[src/rtl/lsu_pkg.sv]
// Shared definitions for the load/store unit: FSM states, access-size
// encodings and the default data-memory window base.
package lsu_pkg;

    typedef enum logic [2:0] {
        IDLE      = 3'd0,
        LOAD      = 3'd1,
        STORE     = 3'd2,
        RMW_READ  = 3'd3,
        RMW_WRITE = 3'd4,
        RESP      = 3'd5
    } lsu_state_t;

    localparam logic [1:0] SIZE_BYTE    = 2'b00;
    localparam logic [1:0] SIZE_HALF    = 2'b01;
    localparam logic [1:0] SIZE_WORD    = 2'b10;
    localparam logic [1:0] SIZE_ILLEGAL = 2'b11;

    localparam logic [31:0] LSU_DEFAULT_BASE = 32'h80020000;

    // Offset of the last byte touched by an access, relative to its first byte.
    function automatic logic [1:0] size_span(input logic [1:0] size);
        case (size)
            SIZE_BYTE: size_span = 2'd0;
            SIZE_HALF: size_span = 2'd1;
            default:   size_span = 2'd3;
        endcase
    endfunction

endpackage

[src/rtl/lsu_lane.sv]
// Big-endian lane handling: extracts/extends the addressed byte or half of a
// memory word for loads and merges sub-word store data into a read word.
module lsu_lane
    import lsu_pkg::*;
(
    input  logic [31:0] word_in,
    input  logic [1:0]  size,
    input  logic        signed_ld,
    input  logic [1:0]  lane_addr,
    input  logic [15:0] wdata,
    output logic [31:0] load_data,
    output logic [31:0] merge_data
);

    logic [7:0]  lane_byte [4];
    logic [3:0]  lane_hit;
    logic [7:0]  byte_val;
    logic [15:0] half_val;

    // Lane 0 is the most significant byte (lowest address, big-endian).
    genvar gi;
    generate
        for (gi = 0; gi < 4; gi++) begin : g_lane
            localparam logic [1:0] LANE = 2'(gi);
            assign lane_byte[gi] = word_in[31-8*gi -: 8];
            assign lane_hit[gi]  = (size == SIZE_BYTE) ? (lane_addr == LANE) :
                                   (size == SIZE_HALF) ? (lane_addr[1] == LANE[1]) :
                                   1'b0;
            // The even lane of a half holds its high-order byte.
            assign merge_data[31-8*gi -: 8] =
                !lane_hit[gi]                              ? lane_byte[gi] :
                (size == SIZE_HALF && LANE[0] == 1'b0)     ? wdata[15:8]   :
                                                             wdata[7:0];
        end
    endgenerate

    assign byte_val = lane_byte[lane_addr];
    assign half_val = lane_addr[1] ? word_in[15:0] : word_in[31:16];

    always_comb begin
        load_data = 32'h0;
        case (size)
            SIZE_BYTE: load_data = {{24{signed_ld & byte_val[7]}}, byte_val};
            SIZE_HALF: load_data = {{16{signed_ld & half_val[15]}}, half_val};
            SIZE_WORD: load_data = word_in;
            default:   load_data = 32'h0;
        endcase
    end

endmodule

[src/rtl/load_store_unit.sv]
// Single-request load/store unit in front of a word-wide big-endian data
// memory; sub-word stores are done as read-modify-write.
module load_store_unit
    import lsu_pkg::*;
#(
    parameter logic [31:0] BASE_ADDR = LSU_DEFAULT_BASE,
    parameter int          MEM_BYTES = 4096
) (
    input  logic        clock,
    input  logic        reset,
    input  logic        req_valid,
    output logic        req_ready,
    input  logic        req_write,
    input  logic [1:0]  req_size,
    input  logic        req_signed,
    input  logic [31:0] req_addr,
    input  logic [31:0] req_wdata,
    output logic        resp_valid,
    output logic [31:0] resp_rdata,
    output logic        resp_error,
    output logic [31:0] mem_address,
    output logic [31:0] mem_data_in,
    input  logic [31:0] mem_data_out,
    output logic        mem_read_write,
    output logic        mem_enable
);

    // Window bounds in 33 bits so an access wrapping past 2^32 lands above WIN_HI.
    localparam logic [32:0] WIN_LO = {1'b0, BASE_ADDR};
    localparam logic [32:0] WIN_HI = WIN_LO + 33'(MEM_BYTES) - 33'd1;

    lsu_state_t  state_reg;
    logic [1:0]  size_reg;
    logic        signed_reg;
    logic [1:0]  lane_reg;
    logic [15:0] wdata_reg;
    logic        ready_reg;
    logic        resp_valid_reg;
    logic [31:0] resp_rdata_reg;
    logic        resp_error_reg;
    logic        mem_enable_reg;
    logic        mem_rw_reg;
    logic [31:0] mem_addr_reg;
    logic [31:0] mem_wdata_reg;

    logic [32:0] first_byte;
    logic [32:0] last_byte;
    logic        misaligned;
    logic        out_of_range;
    logic        req_err;
    logic [31:0] load_data;
    logic [31:0] merge_data;

    assign first_byte   = {1'b0, req_addr};
    assign last_byte    = first_byte + {31'd0, size_span(req_size)};
    assign misaligned   = ((req_size == SIZE_HALF) && req_addr[0]) ||
                          ((req_size == SIZE_WORD) && (req_addr[1:0] != 2'b00));
    assign out_of_range = (first_byte < WIN_LO) || (last_byte > WIN_HI);
    assign req_err      = (req_size == SIZE_ILLEGAL) || misaligned || out_of_range;

    lsu_lane u_lane (
        .word_in    (mem_data_out),
        .size       (size_reg),
        .signed_ld  (signed_reg),
        .lane_addr  (lane_reg),
        .wdata      (wdata_reg),
        .load_data  (load_data),
        .merge_data (merge_data)
    );

    always_ff @(posedge clock or posedge reset) begin
        if (reset) begin
            state_reg      <= IDLE;
            size_reg       <= SIZE_BYTE;
            signed_reg     <= 1'b0;
            lane_reg       <= 2'b00;
            wdata_reg      <= 16'h0;
            ready_reg      <= 1'b1;
            resp_valid_reg <= 1'b0;
            resp_rdata_reg <= 32'h0;
            resp_error_reg <= 1'b0;
            mem_enable_reg <= 1'b0;
            mem_rw_reg     <= 1'b1;
            mem_addr_reg   <= 32'h0;
            mem_wdata_reg  <= 32'h0;
        end else begin
            case (state_reg)
                IDLE: begin
                    if (req_valid) begin
                        size_reg     <= req_size;
                        signed_reg   <= req_signed;
                        lane_reg     <= req_addr[1:0];
                        wdata_reg    <= req_wdata[15:0];
                        mem_addr_reg <= {req_addr[31:2], 2'b00};
                        ready_reg    <= 1'b0;
                        if (req_err) begin
                            state_reg      <= RESP;
                            resp_valid_reg <= 1'b1;
                            resp_error_reg <= 1'b1;
                            resp_rdata_reg <= 32'h0;
                        end else if (!req_write) begin
                            state_reg      <= LOAD;
                            mem_enable_reg <= 1'b1;
                            mem_rw_reg     <= 1'b1;
                        end else if (req_size == SIZE_WORD) begin
                            state_reg      <= STORE;
                            mem_enable_reg <= 1'b1;
                            mem_rw_reg     <= 1'b0;
                            mem_wdata_reg  <= req_wdata;
                        end else begin
                            state_reg      <= RMW_READ;
                            mem_enable_reg <= 1'b1;
                            mem_rw_reg     <= 1'b1;
                        end
                    end
                end
                LOAD: begin
                    state_reg      <= RESP;
                    mem_enable_reg <= 1'b0;
                    resp_valid_reg <= 1'b1;
                    resp_error_reg <= 1'b0;
                    resp_rdata_reg <= load_data;
                end
                STORE: begin
                    state_reg      <= RESP;
                    mem_enable_reg <= 1'b0;
                    mem_rw_reg     <= 1'b1;
                    resp_valid_reg <= 1'b1;
                    resp_error_reg <= 1'b0;
                    resp_rdata_reg <= 32'h0;
                end
                RMW_READ: begin
                    // Enable stays high; the merged word is written next cycle.
                    state_reg     <= RMW_WRITE;
                    mem_rw_reg    <= 1'b0;
                    mem_wdata_reg <= merge_data;
                end
                RMW_WRITE: begin
                    state_reg      <= RESP;
                    mem_enable_reg <= 1'b0;
                    mem_rw_reg     <= 1'b1;
                    resp_valid_reg <= 1'b1;
                    resp_error_reg <= 1'b0;
                    resp_rdata_reg <= 32'h0;
                end
                RESP: begin
                    state_reg      <= IDLE;
                    resp_valid_reg <= 1'b0;
                    ready_reg      <= 1'b1;
                end
                default: begin
                    state_reg      <= IDLE;
                    ready_reg      <= 1'b1;
                    resp_valid_reg <= 1'b0;
                    mem_enable_reg <= 1'b0;
                    mem_rw_reg     <= 1'b1;
                end
            endcase
        end
    end

    assign req_ready      = ready_reg;
    assign resp_valid     = resp_valid_reg;
    assign resp_rdata     = resp_rdata_reg;
    assign resp_error     = resp_error_reg;
    assign mem_address    = mem_addr_reg;
    assign mem_data_in    = mem_wdata_reg;
    assign mem_read_write = mem_rw_reg;
    assign mem_enable     = mem_enable_reg;

endmodule

[config.mk]
export PLATFORM = sky130hd
export DESIGN_NAME = load_store_unit
export DESIGN_NICKNAME = d
export VERILOG_FILES = /design/src/rtl/lsu_pkg.sv /design/src/rtl/lsu_lane.sv /design/src/rtl/load_store_unit.sv
export SDC_FILE = /design/constraint.sdc
export NUM_CORES = 1
export LEC_CHECK = 0
export CORE_UTILIZATION = 50
export CTS_BUF_LIST = sky130_fd_sc_hd__clkbuf_4 sky130_fd_sc_hd__clkbuf_8
export DETAILED_ROUTE_END_ITERATION = 12
export HOLD_SLACK_MARGIN = 0.08
export PLACE_DENSITY = 0.95
export SLEW_MARGIN = 10
export SYNTH_ARGS = -nofsm -noshare
export SYNTH_HDL_FRONTEND = slang
export SYNTH_SLANG_ARGS = --single-unit
[constraint.sdc]
create_clock -name clock -period 11.2 [get_ports clock]
set_clock_uncertainty 0.2 [all_clocks]
set_input_delay 1.12 -clock clock [delete_from_list [all_inputs] [get_ports clock]]
set_output_delay 1.12 -clock clock [all_outputs]
set_load 0.03 [all_outputs]
==> run_results.csv <==
group,metric,value,unit
critical_path,start_kind,"input pin",
critical_path,rrSetupSlack,8190,ps
timing,finalHoldViolCount,0,
power_and_ir_drop,p_per_area,235,nW/um^2
critical_path,required,11320,ps
logic_synthesis,synth_area_leaders,"dfrtp_1 46%, nand2_1 14%, mux2_1 4.9%, a21oi_1 4.4%, mux2i_1 4.2%",
timing,period_share,44.3,%
clock_tree,cts_max_path_buffers,2,
timing,rsz0062_at_grt,"false",
place,gp_congestion,0.915,
place,place_area,8680,um^2
critical_path,crit_fanout,33,
clock_tree,htreeDepth,4,
logic_synthesis,synth.top_cell.area_share,45.6,%
timing,fmax,201,MHz
clock_tree,post-cts-setup-buffers,0,
run_status,status,"completed",
clock_tree,postCtsHoldBufs,0,
logic_synthesis,synthArstFlopShare,100,%
clock_tree,cts_resized,0,
layout,diodes,0,
logic_synthesis,syn_inst,773,
timing,drv_slew,0,
run,cap_violations,0,
power_and_ir_drop,p_total,2.14,mW
floorplanning,die_x,117,um
layout,fin_area,9090,um^2
logic_synthesis,synth.avg_cell_area,8.59,um^2
clock_tree,numCtsBuffers,17,
drt,drc_errors,0,
drt,routed_wl,21500,um
layout,nNetsFinal,1049,
drt,ant_nets,0,
timing,max_slew_margin,20.0,%
power_and_ir_drop,power.switching,0.930,mW
logic_synthesis,synth-seq-cells,123,
logic_synthesis,synth-main-ff-cell,"dfrtp_1",
layout,syn_to_final_growth,36.9,%
power_and_ir_drop,clkPwrFrac,19.0,%
critical_path,cp_top_family,"simple AND/OR/NAND/NOR gates",
critical_path,setup.worst_path.end_class,"register",
floorplanning,initial_utilization,52.0,%
place,post-place-cells,1096,
power_and_ir_drop,ir_drop,137,uV
global_routing,grt_pass1_vias,6503,
drt,drt-vias-per-instance,5.89,
timing,period_needed,4970,ps
clock_tree,path_clk_slew,70,ps
logic_synthesis,yosysTopAreaCell,"dfrtp_1",
floorplanning,fp.coreArea,12800,um^2
critical_path,cpMaxStageDelayCell,"clkdlybuf4s50_1",
global_routing,grt_usage,32.5,%
logic_synthesis,synth.distinct_cells,62,
critical_path,worstPathArrival,5090,ps
logic_synthesis,synth_commonest_cells,"241 x nand2_1, 121 x dfrtp_1, 58 x a21oi_1",
global_routing,antenna_found_initial,0,
floorplanning,num_rows,41,
logic_synthesis,synth.most_common_cell,"nand2_1",
clock_tree,clk_latency,440,ps
clock_tree,cts.sinks,123,
timing,worst_slew_pin_slew,1200,ps
drt,dr.pass1.iters,5,
timing,worst_slack,6230,ps
layout,utilization,71.1,%
floorplanning,die_h,117,um
floorplanning,die_area,13700,um^2
power_and_ir_drop,comb_power_share,47.8,%
layout,final_cells,1127,
critical_path,worst_path_largest_cell_delay,620,ps
critical_path,path_cells,"clkdlybuf4s50_1 -> or2_2 -> ha_1 -> fa_1 -> nand2_1 -> nor4_1 -> nand2_1 -> nor4_1 -> o2111ai_1 -> nor4_4 -> a21bo_1 -> buf_4 -> mux2_1",
critical_path,crit_type,"input pin to register",
place,place_ws,5820,ps
layout,drive_gt1_share,5.97,%
clock_tree,cts_tree,"done",
timing,final-setup-viol-count,0,
logic_synthesis,ys_seq_area_share,46.4,%
clock_tree,cts_root_buf,"clkbuf_8",
timing,whs,274,ps
drt,num_vias,6640,
floorplanning,ioPinCount,204,
critical_path,worst-path-buf-inv,2,
global_routing,grt_pass1_wl,33600,um
logic_synthesis,synth_edf_count,0,
power_and_ir_drop,cellLeakagePower,4.05,nW
global_routing,grt_start_max_net_pins,70,
global_routing,grt-ovfl-total,0,
place,place_hpwl,15400,um
power_and_ir_drop,intPower,1.21,mW
drt,drt_iter0_drc,706,
hold_path,hold_class,"register to register",
place,io_buffer_count,201,
power_and_ir_drop,switching_share,43.5,%
timing,fin_tns_setup,0,ps
power_and_ir_drop,seqPwrFrac,33.2,%
drt,drt-wirelength-per-cell,19.1,um
logic_synthesis,synthesis.area,6640,um^2
logic_synthesis,synth_warnings,0,
-- power groups by stage --
stage	combinational [mW]	clock (mW)	sequential, mW
CTS	1.01	0.408	0.703
global placement	0.980	0	0.701
detailed placement	1.01	0	0.707
global route	1.10	0.429	0.725
finish	1.02	0.406	0.710
floorplan	0.470	0	0.862
-- kinds of logic after synthesis --
logic type | Yosys count | share of synthesized area, %
mux | 62 | 10.2
other cells | 1 | 0.0565
simple gates | 348 | 23.1
flops | 123 | 46.4
fa+ha+maj | 3 | 0.678
xor+xnor | 4 | 0.528
buf+inv | 64 | 4.16
compound gates | 168 | 14.9
-- cells in the final DEF, fill, tap and decap left out, drive strengths merged, types with 6 or more instances in the layout --
cell | netlist | layout
dfrtp | 121 | 121
a221oi | 8 | 8
nand3 | 11 | 11
nor3 | 8 | 8
mux2 | 33 | 33
clkbuf | 44 | 25
nor4 | 9 | 9
nand4 | 6 | 6
clkdlybuf4s50 | 0 | 201
a31oi | 8 | 8
mux2i | 28 | 28
o21ai | 40 | 40
inv | 9 | 9
nand2 | 241 | 241
nor2 | 40 | 40
o22ai | 33 | 33
a21oi | 58 | 58
-- final timing paths --
kind | startpoint | endpoint | depth (start not counted)
worst min register to register | mem_address[2] | mem_address[2] | 2
worst max-delay path | req_size[1] | mem_data_in[19] | 13
worst max register to register | size_reg[1] | mem_data_in[10] | 6
min in group asynchronous | reset | resp_rdata[30] | 2
worst min-delay path | mem_address[2] | mem_address[2] | 2
max in group asynchronous | reset | resp_rdata[15] | 3
-- area by class of cell --
type / count / area, um^2
inverters: 9 / 36.3
flip-flops and latches: 123 / 3080
clock buffers: 25 / 319
clock inverters: 6 / 86.3
multi-input cells: 587 / 3310
repair buffers: 205 / 2040
well taps: 172 / 215
fillers: 936 / 3690
-- worst min-delay path: cells and delay by family, from the launching register on --
family	cells	cell delay [ps]
flops	1	340
simple gates	2	100
-- metal layers --
metal | vias up | GRT usage [%] | part of all wire [%]
li1 | 3024 | - | -
met2 | 460 | 50.7 | 45
met1 | 3076 | 41.5 | 39
met5 | - | 0 | 0
met4 | 0 | 15.9 | 4.0
met3 | 80 | 9.22 | 11
Power figures use the tool's default switching activity.
